===== src/rtl/relu_pool_framer.sv =====
// rtl/relu_pool_framer.sv - per-lane ReLU and max-pool window framing with a fixed 2-cycle latency
// Optional macro RELU_CLAMP_EN: positive lanes saturate at CLAMP_MAX (ReLU-N).
module relu_pool_framer #(
  parameter int FEATURE_WIDTH         = 8,
  parameter int NO_FEATURE_PLANES_PAR = 3,
  parameter int NO_FEATURE_PLANES_SER = 3,
  parameter int POOL_SIZE             = 4,
  parameter int CLAMP_MAX             = 2**(FEATURE_WIDTH-1)-1,
  parameter int STREAM_WIDTH          = FEATURE_WIDTH*NO_FEATURE_PLANES_PAR
) (
  input  logic                    clk,
  input  logic                    rst,
  input  logic [STREAM_WIDTH-1:0] conv_stream,
  input  logic                    conv_valid,
  input  logic                    conv_sof,
  output logic [STREAM_WIDTH-1:0] feature_stream,
  output logic                    feature_valid,
  output logic                    feature_first,
  output logic                    feature_last,
  output logic                    frame_error
);

  localparam int SER_W  = (NO_FEATURE_PLANES_SER > 1) ? $clog2(NO_FEATURE_PLANES_SER) : 1;
  localparam int POOL_W = (POOL_SIZE > 1) ? $clog2(POOL_SIZE) : 1;
  localparam logic [SER_W-1:0]  SER_LAST  = SER_W'(NO_FEATURE_PLANES_SER-1);
  localparam logic [POOL_W-1:0] POOL_LAST = POOL_W'(POOL_SIZE-1);

`ifdef RELU_CLAMP_EN
  localparam logic [FEATURE_WIDTH-1:0] CLAMP_VAL = FEATURE_WIDTH'(CLAMP_MAX);
`else
  logic unused_clamp;
  assign unused_clamp = (CLAMP_MAX != 0);
`endif

  logic [SER_W-1:0]        ser_count, ser_next;
  logic [POOL_W-1:0]       pool_count, pool_next;
  logic                    at_origin;
  logic                    beat_first, beat_last, beat_error;

  logic [STREAM_WIDTH-1:0] s1_data;
  logic                    s1_valid, s1_first, s1_last, s1_error;
  logic [STREAM_WIDTH-1:0] relu_data;

  function automatic logic [FEATURE_WIDTH-1:0] relu_lane(input logic [FEATURE_WIDTH-1:0] v);
    logic [FEATURE_WIDTH-1:0] r;
    r = v[FEATURE_WIDTH-1] ? '0 : v;
`ifdef RELU_CLAMP_EN
    if (r > CLAMP_VAL) r = CLAMP_VAL;
`endif
    return r;
  endfunction

  // Flags are judged against the counters as this beat sees them; sof overrides to origin.
  always_comb begin
    at_origin  = (ser_count == '0) && (pool_count == '0);
    ser_next   = ser_count;
    pool_next  = pool_count;
    beat_first = 1'b0;
    beat_last  = 1'b0;
    beat_error = 1'b0;
    if (conv_valid) begin
      if (conv_sof) begin
        beat_first = 1'b1;
        beat_error = !at_origin;
        ser_next   = SER_W'(1);
        pool_next  = '0;
      end else begin
        beat_first = at_origin;
        beat_last  = (ser_count == SER_LAST) && (pool_count == POOL_LAST);
        if (ser_count == SER_LAST) begin
          ser_next  = '0;
          pool_next = (pool_count == POOL_LAST) ? '0 : pool_count + POOL_W'(1);
        end else begin
          ser_next  = ser_count + SER_W'(1);
        end
      end
    end
  end

  always_ff @(posedge clk or posedge rst) begin
    if (rst) begin
      ser_count  <= '0;
      pool_count <= '0;
    end else begin
      ser_count  <= ser_next;
      pool_count <= pool_next;
    end
  end

  always_ff @(posedge clk or posedge rst) begin
    if (rst) begin
      s1_data  <= '0;
      s1_valid <= 1'b0;
      s1_first <= 1'b0;
      s1_last  <= 1'b0;
      s1_error <= 1'b0;
    end else begin
      if (conv_valid) s1_data <= conv_stream;
      s1_valid <= conv_valid;
      s1_first <= beat_first;
      s1_last  <= beat_last;
      s1_error <= beat_error;
    end
  end

  always_comb begin
    relu_data = '0;
    for (int i = 0; i < NO_FEATURE_PLANES_PAR; i++) begin
      relu_data[FEATURE_WIDTH*i +: FEATURE_WIDTH] = relu_lane(s1_data[FEATURE_WIDTH*i +: FEATURE_WIDTH]);
    end
  end

  // Output data only moves on valid beats so it holds through gaps.
  always_ff @(posedge clk or posedge rst) begin
    if (rst) begin
      feature_stream <= '0;
      feature_valid  <= 1'b0;
      feature_first  <= 1'b0;
      feature_last   <= 1'b0;
      frame_error    <= 1'b0;
    end else begin
      if (s1_valid) feature_stream <= relu_data;
      feature_valid <= s1_valid;
      feature_first <= s1_first;
      feature_last  <= s1_last;
      frame_error   <= s1_error;
    end
  end

endmodule


===== config.mk =====
export PLATFORM = sky130hd
export DESIGN_NAME = relu_pool_framer
export DESIGN_NICKNAME = d
export VERILOG_FILES = /design/src/rtl/relu_pool_framer.sv
export SDC_FILE = /design/constraint.sdc
export NUM_CORES = 1
export LEC_CHECK = 0
export CAP_MARGIN = 15
export CORE_MARGIN = 1
export CORE_UTILIZATION = 48
export DETAILED_ROUTE_END_ITERATION = 8
export PLACE_DENSITY = 0.76
export SLEW_MARGIN = 10
export SYNTH_ARGS = -nofsm -noshare
export SYNTH_HDL_FRONTEND = slang
export SYNTH_SLANG_ARGS = --single-unit

===== constraint.sdc =====
create_clock -name clk -period 2.3 [get_ports clk]
set_input_delay 0.69 -clock clk [delete_from_list [all_inputs] [get_ports clk]]
set_output_delay 0.69 -clock clk [all_outputs]
set_load 0.05 [all_outputs]

# Yosys cells after proc, flatten, opt, wreduce, memory -nomap -nowiden
# Index checks and enable logic that the tools add are counted.
[classes]
add_sub_neg = 2
n_reduce_logical = 7
n_eq_ne = 2
n_mux = 14
[ops]
columns = ["cell", "count"]
rows = [
  ["7-bit 2-to-1 mux", 3],
  ["2-bit 2-to-1 mux", 5],
  ["1-bit 2-to-1 mux", 6],
  ["2-bit by 1-bit adder with 2-bit output, second input constant", 2],
  ["2-bit == test, second input constant", 2],
  ["2-bit zero test", 2],
  ["1-bit logical AND", 2],
  ["2-bit AND reduction", 1],
  ["2-bit nonzero test", 1],
  ["1-bit zero test", 1],
]
[totals]
in_bits = 28
register_bits = 60
elab_cells = 37
out_inout_bits = 28

# Logic depth before layout (Yosys ltp)
# Gate-level depths: netlist (run 1).
[logic_depth]
ltp_word = 5
mapped_depth = 4
mapped_depth_nobuf = 4

# Worst setup path after synthesis (run 1)
# No wires, ideal clock.
[synth_timing]
path_type = "input-to-reg"
start = "input conv_valid"
end = "register s1_data[10]"
path_buffers = 2
path_stages = 3
arrival_time_ns = 1.227
t_required_ns = 2.175
setup_time_ns = 0.125
path_slack_ns = 0.948
cell_sequence = "buf_6 buf_12 mux2_4"
[synth_rtl]
columns = ["item", "line_no", "rtl"]
rows = [
  ["start: declaration", "14", "input logic conv_valid,"],
  ["end signal: assignment", "98", "if (conv_valid) s1_data <= conv_stream;"],
  ["end: declaration", "40", "logic [STREAM_WIDTH-1:0] s1_data;"],
]
# No word-level cell between the ends.

# Final worst setup path (run 1)
[layout_timing]
start = "register feature_stream[12]"
end = "output feature_stream[12]"
[layout_rtl]
columns = ["item", "line_no", "rtl"]
rows = [
  ["start: declaration", "16", "output logic [STREAM_WIDTH-1:0] feature_stream,"],
  ["start signal: assignment", "122", "if (s1_valid) feature_stream <= relu_data;"],
]
# No word-level cell between the ends.

==> impl_results.md, run 1 <==
- Pleak: 0.001339 uW
- YS warnings: 0
- Width of the chip: approximately 70 um
- TritonCTS clock tree: yes
- WP data required: 1.61 ns
- Share of cells above drive strength 1: 0.1818
- P&R area growth vs syn: 34.18%
- Number of global-route vias before repair: 1482
- DRT Pass-1 Iters: 4
- XOR/XNOR Fraction of Synth Area: 0
- CP Max Fanout: 2
- Clock Tree Buf Depth: 2
- Largest net degree at the start of global routing: 58
- Net total in the final layout: 268
- Initial antenna violation count: 0
- # hold bufs at CTS: 0
- Startpoint types: flip-flop
- ANT nets after route: 0
- CP Capture Type: output pin
- Flops & latches, synth: 57
- Worst r2r dst: feature_stream[17]
- Post-DP HPWL: 2692 um
- Final worst-path cycle share: 0.9513
- Mux contribution to synthesized area: 0.1298
- Vias per cell: 4.871
- Fmax achieved: 0.4570 GHz
- Slew HR: 0.6602
- Most area-consuming cells after synthesis: dfrtp_1 (64%), mux2_2 (9.6%), inv_1 (4.2%)
- Row count: 24
- Least-Margin Pin Slew: 0.5081 ns
- Tot GR Track Use: 0.1850
- CTS Buf Count: 9
- Worst hold stages: 0
- Synth Cell Area: 2226 um2
- RR Startpoint: s1_valid
- CP max-delay cell: clkdlybuf4s50_1
- Post-Synthesis Cells: 179
- Hold Crit Class: reg2reg
- Logic pwr share: 0.192
- Hold Vio Cnt, Final: 0
- Hold slack: 0.3459 ns
- Via count: approximately 1400
- HP Start: s1_last
- N_diodes: 0
- Worst path max stage delay: 0.82 ns
- Postcts setup bufs: 0
- Commonest cells after routing, fill and taps aside: dfrtp_1 (57), clkdlybuf4s50_1 (52), inv_1 (24), nand2_1 (23), mux2_2 (19)
- H-Tree Depth: 3
- DR WL/cell: around 14 um
- Final setup vio count: 0
- Hold EP: feature_last
- Clk network pwr share: 0.357
- Largest family of logic cells by synthesized area: multiplexers
- Adder-Cell Fraction of Synth Area: 0.01124
- Psw: 721.3 uW
- Sw frac: 0.2801
- Clk slew on worst S/H paths: 0.06 ns
- Largest area contributor in the netlist: dfrtp_1
- Synth top area share: 0.6408
- Top Ports: 56
- Maximum VDD drop: 0.0004296 V
- Floorplan core area: 4414 um2
- Setup repair after global routing missed its margin: false
- Unique masters post-synth: 23
- PD cells: about 860 nW/um2
- Die Y: roughly 70 um
- Commonest non-fill, non-tap cell in the layout: dfrtp_1
- Crit path cell chain: clkdlybuf4s50_1
- Register area share after synthesis: 0.6408
- Pins Over Slew Limit: 0
- Compound-Gate Fraction of Synth Area: 0.07420
- Fin crit period: roughly 2.2 ns
- R2R cell count: 3
- Setup Skew: 0.004308 ns
- Drt total wl: ~4000 um
- First-pass GRT wire length: 6672 um
- Post-synthesis simple-gate area fraction: 0.06633
- Avg Cell Area, Syn: 12.44 um2
- CP Buf/Inv Count: 1
- Setup TNS: 0 ns
- Initial DRC count: 101
- CTS sink cnt: 57
- R2R setup slack: 1.09 ns
- Fill count: between 300 and 400
- Global route overflow: 0
- CTS resizes: 0
- Clk root buf: clkbuf_8
- Status: finished clean
- CP delay by family, top: buffers and inverters
- Buffers added on ports: 52
- Drt drc: 0
- Cell Int Power: 1853 uW
- Share of power burned in registers: 0.451
- Max Cap Viol: 0
- CP arrival: 1.50 ns
- Die footprint: 4913 um2
- Critical path type: reg2out
- Initial Utilization: 0.5043
- Gpl congestion: 0.7852
- Skew-Pair Late Insertion Delay: 0.33 ns
[per-layer routing]
metal | GRT usage | up-vias | wire [um]
met2 | 0.2778 | 43 | 1901
met5 | 0 | - | 0
met3 | 0.05483 | 9 | 196
met1 | 0.2275 | 692 | 1813
li1 | - | 688 | -
met4 | 0.1333 | 0 | 97
[metrics by stage]
step | instances | total power, uW | area, um2 | util | setup slack, ns
2_1_floorplan | 181 | 1496 | 2233 | - | 0.2104
3_3_place_gp | 279 | 1666 | 2791 | 0.6324 | 0.3706
3_5_place_dp | 279 | 1679 | 2791 | 0.6324 | 0.2766
4_1_cts | 294 | 2605 | 2987 | 0.6766 | 0.08709
5_1_grt | 294 | 2678 | 2987 | 0.6766 | 0.06425
6_report | 294 | 2575 | 2987 | 0.6766 | 0.1121
[power by group through the flow]
stage          Sequential, uW  Combinational (uW)  Clock, uW
2_1_floorplan            1330                 164          0
4_1_cts                  1160                 500        942
6_report                 1160                 495        919
5_1_grt                  1170                 528        976
3_3_place_gp             1180                 491          0
3_5_place_dp             1180                 499          0
[worst register-to-register path: stages, from the launching register on]
cell	delay, ns
dfrtp_1	0.53
nor2b_1	0.43
nand2_1	0.09
o21ai_0	0.09
[sequential cells by signal, indices dropped and copies added (netlist names)]
name	cells
feature_valid	1
s1_first	1
ser_count	2
s1_valid	1
s1_last	1
s1_error	1
feature_last	1
feature_stream	21
pool_count	2
frame_error	1
s1_data	24
feature_first	1
[Yosys cell counts]
library cell	n
dfrtp_1	57
nor2_1	2
clkbuf_1	1
buf_12	1
buf_4	4
o22ai_1	8
mux2_4	5
nand2_1	23
nand2b_1	1
a21oi_1	2
conb_1	1
ha_1	2
and2_1	1
nor2b_1	5
o21ai_2	1
o21ai_0	14
buf_6	1
a22o_1	2
mux2_2	19
o22a_1	1
buf_2	2
inv_1	25
nor3_2	1
[layout make-up]
class | count | area, um2 | share of cell area
inverter | 25 | 93.84 | 0.03142
sequential | 57 | 1426 | 0.4776
tap | 52 | 65.06 | 0.02178
timing repair buffer | 55 | 568.0 | 0.1902
clock inverter | 3 | 40.04 | 0.01341
clock buffer | 12 | 155.1 | 0.05195
multi-input combinational | 90 | 638.1 | 0.2137
[worst max path at each step]
stage	startpoint	endpoint	slack (ns)	depth (start not counted)
final	feature_stream[12]	feature_stream[12]	0.11	1
after global routing	feature_stream[0]	feature_stream[0]	0.06	1
after CTS	feature_stream[8]	feature_stream[8]	0.09	1
after detailed placement	conv_valid	pool_count[0]	0.28	5
after global placement	conv_valid	pool_count[1]	0.37	5
after floorplan	rst	feature_first	0.21	1
[kinds of logic (layout without fill, tap and decap cells)]
family | Yosys count | after routing
AO/OA/AOI/OAI | 28 | 28
adder cells (fa/ha/maj) | 2 | 2
buffers and inverters | 34 | 95
flip-flops | 57 | 57
multiplexers | 24 | 24
other | 1 | 3
AND/OR/NAND/NOR | 33 | 33
No activity file was read; power rests on OpenSTA's default activity.
==> run 2: changes to the inputs <==
REMOVE_ABC_BUFFERS = 1   (was unset)
==> run 2 against run 1 <==
Net effect:
- critical path depth unchanged
- core utilization is 0.77 points higher
- clock power rose by 14%
- sequential power about the same
- design area up 1.1%
- non-clock buffer count unchanged
- highest routed layer unchanged
- global-route usage down 0.62 points
- power increased by 4.8%
- count of clock-buffer cells in the layout fell by 1
- register-to-register slack got worse by 0.03 ns
- via count decreased by 2.0%
- wire length is 8.9% lower
==> impl_results.md, run 2 (synthesis gave the netlist of run 1 again) <==
- Clk root buf: clkbuf_8
- P&R area growth vs syn: 35.69%
- WP data required: 1.61 ns
- Slew HR: 0.6660
- Die footprint: 4913 um2
- Setup Skew: between 0.006 and 0.007 ns
- Maximum VDD drop: between 0.0004 and 0.0005 V
- Global route overflow: 0
- Worst path max stage delay: 0.81 ns
- Final worst-path cycle share: 0.9515
- CP delay by family, top: buffers and inverters
- Inst Count DP: 279
- Via count: between 1000 and 1500
- CTS sink cnt: 57
- Vias per cell: 4.756
- Buffers added on ports: 52
- Pleak: 0.001352 uW
- Max reg flops: 24
- DRT Pass-1 Iters: 4
- Hold EP: frame_error
- Initial antenna violation count: 0
- Hold Vio Cnt, Final: 0
- Gpl congestion: 0.8037
- CTS Buf Count: 9
- Max Cap Viol: 0
- Final setup vio count: 0
- PD cells: 893.6 nW/um2
- Width of the chip: 70.10 um
- Hold Crit Class: reg2reg
- # hold bufs at CTS: 0
- Worst r2r dst: feature_stream[8]
- H-Tree Depth: 3
- Crit path cell chain: clkdlybuf4s50_1
- Least-Margin Pin Slew: 0.4995 ns
- Pins Over Slew Limit: 0
- Critical path type: reg2out
- Final Non-Filler Cells: 295
- TritonCTS clock tree: yes
- Post-DP HPWL: 2350 um
- Net total in the final layout: 268
- CTS resizes: 0
- CP max-delay cell: clkdlybuf4s50_1
- Commonest non-fill, non-tap cell in the layout: dfrtp_1
- Postcts setup bufs: 0
- Setup repair after global routing missed its margin: false
- Status: finished clean
- Commonest cells after routing, fill and taps aside: dfrtp_1 (57), clkdlybuf4s50_1 (52), inv_1 (24), nand2_1 (23), mux2_2 (19)
- Largest net degree at the start of global routing: 44
- R2R cell count: 4
- R2R setup slack: between 1 and 1.5 ns
- First-pass GRT wire length: 6520 um
- Row count: 24
- Initial DRC count: 50
- Worst hold stages: 0
- CP Max Fanout: 2
- CP Buf/Inv Count: 1
- Fill count: about 340
- Top Ports: 56
- Skew-Pair Late Insertion Delay: ~0.33 ns
- CP arrival: around 1.5 ns
- Drt drc: 0
- Clk slew on worst S/H paths: around 0.070 ns
- ANT nets after route: 0
- Fmax achieved: 0.4570 GHz
- Initial Utilization: 0.5043
- Die Y: 70.10 um
- Largest regs: s1_data (24), feature_stream (21)
- Tot GR Track Use: 0.1788
- N_diodes: 0
- DR WL/cell: 12.38 um
- Setup TNS: 0 ns
- Fin crit period: 2.188 ns
- Clock Tree Buf Depth: 2
- HP Start: s1_error
- Drt total wl: 3651 um
- Hold slack: approximately 0.35 ns
- Largest Register: s1_data
- Final Core Density: 0.6842
- RR Startpoint: s1_valid
- Number of global-route vias before repair: 1470
- Startpoint types: flip-flop
- Floorplan core area: approximately 4400 um2
- CP Capture Type: output pin
- Share of cells above drive strength 1: 0.1893
## run 2: changes by cell type in the layout (fill, tap and decap cells not counted), sizes merged
cell and delta:
clkbuf -1, bufinv +1, clkinvlp +1
## run 2: how the worst max path moves through the flow
stage / slack (ns) / to / startpoint / cells past startpoint
2_1_floorplan: 0.21 / feature_first / rst / 1
3_3_place_gp: 0.37 / pool_count[0] / conv_valid / 5
3_5_place_dp: 0.33 / pool_count[1] / conv_valid / 5
4_1_cts: 0.09 / feature_stream[19] / feature_stream[19] / 1
5_1_grt: 0.06 / feature_stream[5] / feature_stream[5] / 1
6_report: 0.11 / feature_stream[19] / feature_stream[19] / 1
## run 2: final cells by class
type,instances,area [um2],share of cell area
multi-input cells,90,638.1,0.2113
well taps,52,65.06,0.02154
inverters,25,93.84,0.03107
repair buffers,55,568.0,0.1881
clock buffers,11,151.4,0.05012
clock inverters,5,77.57,0.02568
flip-flops and latches,57,1426,0.4722
## run 2: power breakdown
| part | internal, uW | total (uW) | switching (uW) |
|---|---|---|---|
| Sequential | 1100 | 1160 | 57.7 |
| Clock | 665 | 1050 | 385 |
| Combinational | 202 | 491 | 289 |
| Total | 1970 | 2700 | 731 |
## run 2: per-layer routing
| metal | routed length [um] | share of wire | vias to the layer above | global-route usage |
|---|---|---|---|---|
| met2 | 1652 | 0.45 | 44 | 0.2607 |
| met3 | 229 | 0.063 | 8 | 0.06782 |
| met1 | 1678 | 0.46 | 655 | 0.2237 |
| met4 | 91 | 0.025 | 0 | 0.1133 |
| li1 | - | - | 696 | - |
| met5 | 0 | 0 | - | 0 |
## run 2: per-stage QoR
step | setup slack [ns] | area [um2] | power, uW
after detailed placement | 0.3254 | 2791 | 1671
after global routing | 0.05536 | 3020 | 2812
after global placement | 0.3707 | 2791 | 1664
after floorplan | 0.2104 | 2158 | 1476
after CTS | 0.09198 | 3020 | 2734
final | 0.1116 | 3020 | 2699
==> run 3: changes to the inputs <==
CORE_UTILIZATION = 30   (was 48)
PLACE_DENSITY = 0.51   (was 0.76)
==> run 3 against run 2 <==
Net effect:
- die area rose by 58%
- design area rose by 0.46%
- sequential share of layout area fell by 0.21 points
- register-to-register slack got worse by 0.05 ns
- global-route usage fell by 5.7 points
- via count rose by 1.9%
- power fell by 7.6%
- clock skew rose by 0.00089 ns
- critical path type unchanged
- critical endpoint is now feature_stream[16]
==> impl_results.md, run 3 (synthesis gave the netlist of run 1 again) <==
- Crit path cell chain: clkdlybuf4s50_1
- Startpoint types: flip-flop
- Cell Int Power: between 1500 and 2000 uW
- WP data required: 1.61 ns
- Largest Register: s1_data
- CTS sink cnt: between 50 and 60
- Pins Over Slew Limit: 0
- Top Ports: 56
- Post-DP HPWL: 2632 um
- Setup Skew: around 0.007 ns
- Floorplan core area: ~7000 um2
- CP max-delay cell: clkdlybuf4s50_1
- Pleak: 0.001333 uW
- Fill count: roughly 730
- H-Tree Depth: 3
- Share of cells above drive strength 1: 0.1893
- DRT Pass-1 Iters: 4
- Fmax achieved: 0.4606 GHz
- Setup TNS: 0 ns
- Total power: between 2000 and 2500 uW
- P&R area growth vs syn: 36.31%
- Critical path type: reg2out
- Initial Utilization: 0.3085
- PD cells: between 800 and 900 nW/um2
- CTS resizes: 0
- Tot GR Track Use: 0.1215
- Clock Tree Buf Depth: 2
- Fin crit period: 2.171 ns
- Net total in the final layout: 269
- Initial DRC count: 42
- Final Core Density: 0.4206
- Hold Crit Class: reg2reg
- Register Area: around 1400 um2
- Clk network pwr share: 0.338
- Commonest cells after routing, fill and taps aside: dfrtp_1 (57), clkdlybuf4s50_1 (51), inv_1 (24), nand2_1 (23), mux2_2 (19)
- Initial antenna violation count: 0
- Share of power burned in registers: 0.464
- TritonCTS clock tree: yes
- Sw frac: 0.2880
- Global route overflow: 0
- N_diodes: 0
- Die footprint: 7768 um2
- Via count: 1430
- Final setup vio count: 0
- Postcts setup bufs: 0
- Clk root buf: clkbuf_8
- Clk slew on worst S/H paths: roughly 0.06 ns
- Logic pwr share: 0.198
- Slew HR: 0.6548
- Buffers added on ports: 52
- Least-Margin Pin Slew: 0.5161 ns
- Status: finished clean
- Worst hold stages: 0
- DR WL/cell: 11.73 um
- Row count: 31
- # hold bufs at CTS: 0
- Drt drc: 0
- Commonest non-fill, non-tap cell in the layout: dfrtp_1
- Skew-Pair Late Insertion Delay: between 0.3 and 0.4 ns
- Max Cap Viol: 0
- Die Y: approximately 90 um
- CP Buf/Inv Count: 1
- Setup ws final: 0.1287 ns
- Drt total wl: 4011 um
- Crit. path cell count: 1
- First-pass GRT wire length: 6900 um
- Gpl congestion: approximately 0.67
- Width of the chip: 88.14 um
- CP arrival: 1.48 ns
- CP Capture Type: output pin
- CP delay by family, top: buffers and inverters
- Setup WS pre-CTS: 0.4699 ns
- Hold Vio Cnt, Final: 0
- Max reg flops: 24
- CTS Buf Count: 9
- Vias per cell: between 4 and 5
- Largest net degree at the start of global routing: 58
- Number of global-route vias before repair: 1476
- Multi-input logic area: 638.1 um2
- ANT nets after route: 0
- Psw: just over 700 uW
- Final worst-path cycle share: 0.9440
- Setup repair after global routing missed its margin: false
- CP Max Fanout: 2
- Worst path max stage delay: 0.81 ns
- Maximum VDD drop: 0.0004429 V
- Largest regs: s1_data (24), feature_stream (21)
- R2R cell count: 4
## run 3: changes by cell type in the layout (fill, tap and decap cells not counted)
| cell | before | now |
|---|---|---|
| bufinv_16 | 2 | 0 |
| buf_2 | 0 | 1 |
| clkbuf_1 | 0 | 1 |
| clkdlybuf4s50_1 | 52 | 51 |
| clkinv_2 | 2 | 1 |
| buf_4 | 1 | 2 |
| clkbuf_8 | 11 | 12 |
## run 3: per-layer routing
layer  routed length [um]  vias up  global-route usage
li1                     -      692                   -
met1                 1885      694              0.1550
met2                 1895       37              0.1818
met3                  167        7             0.04995
met4                   62        0             0.05279
met5                    0        -                   0
## run 3: worst paths after layout
check	start	end	slack, ns
min in group asynchronous	rst	feature_stream[8]	0.74
max in group asynchronous	rst	s1_data[1]	1.30
worst max-delay path	feature_stream[16]	feature_stream[16]	0.13
worst min register to register	s1_last	feature_last	0.35
worst min-delay path	s1_last	feature_last	0.35
worst max register to register	s1_valid	feature_stream[8]	1.01
## run 3: final cells by class
| cell class | instances | share of cell area |
|---|---|---|
| Multi-Input combinational cell | 90 | 0.2103 |
| Inverter | 25 | 0.03093 |
| Clock buffer | 13 | 0.05567 |
| Timing Repair Buffer | 56 | 0.1880 |
| Tap cell | 99 | 0.04082 |
| Sequential cell | 57 | 0.4701 |
| Clock inverter | 2 | 0.004124 |
## run 3: power groups by stage
stage          Combinational, uW  Sequential (uW)  Clock [uW]
3_5_place_dp                 499             1180           0
5_1_grt                      533             1170         927
4_1_cts                      500             1160         879
3_3_place_gp                 496             1170           0
2_1_floorplan                141             1340           0
6_report                     493             1160         843
## run 3: worst reg2reg max path, delay by kind of cell (launching register included)
family | cells | cell delay (ns)
simple gates | 2 | 0.26
flops | 1 | 0.58
compound gates | 1 | 0.07
buf+inv | 1 | 0.31
## run 3: through the flow
| stage | cells | hold WS [ns] | area [um2] |
|---|---|---|---|
| final | 342 | 0.3483 | 3034 |
| after CTS | 342 | 0.3495 | 3034 |
| after detailed placement | 327 | 0.3347 | 2853 |
| after floorplan | 172 | 0.3312 | 2158 |
| after global routing | 342 | 0.3551 | 3034 |
| after global placement | 327 | 0.3316 | 2853 |
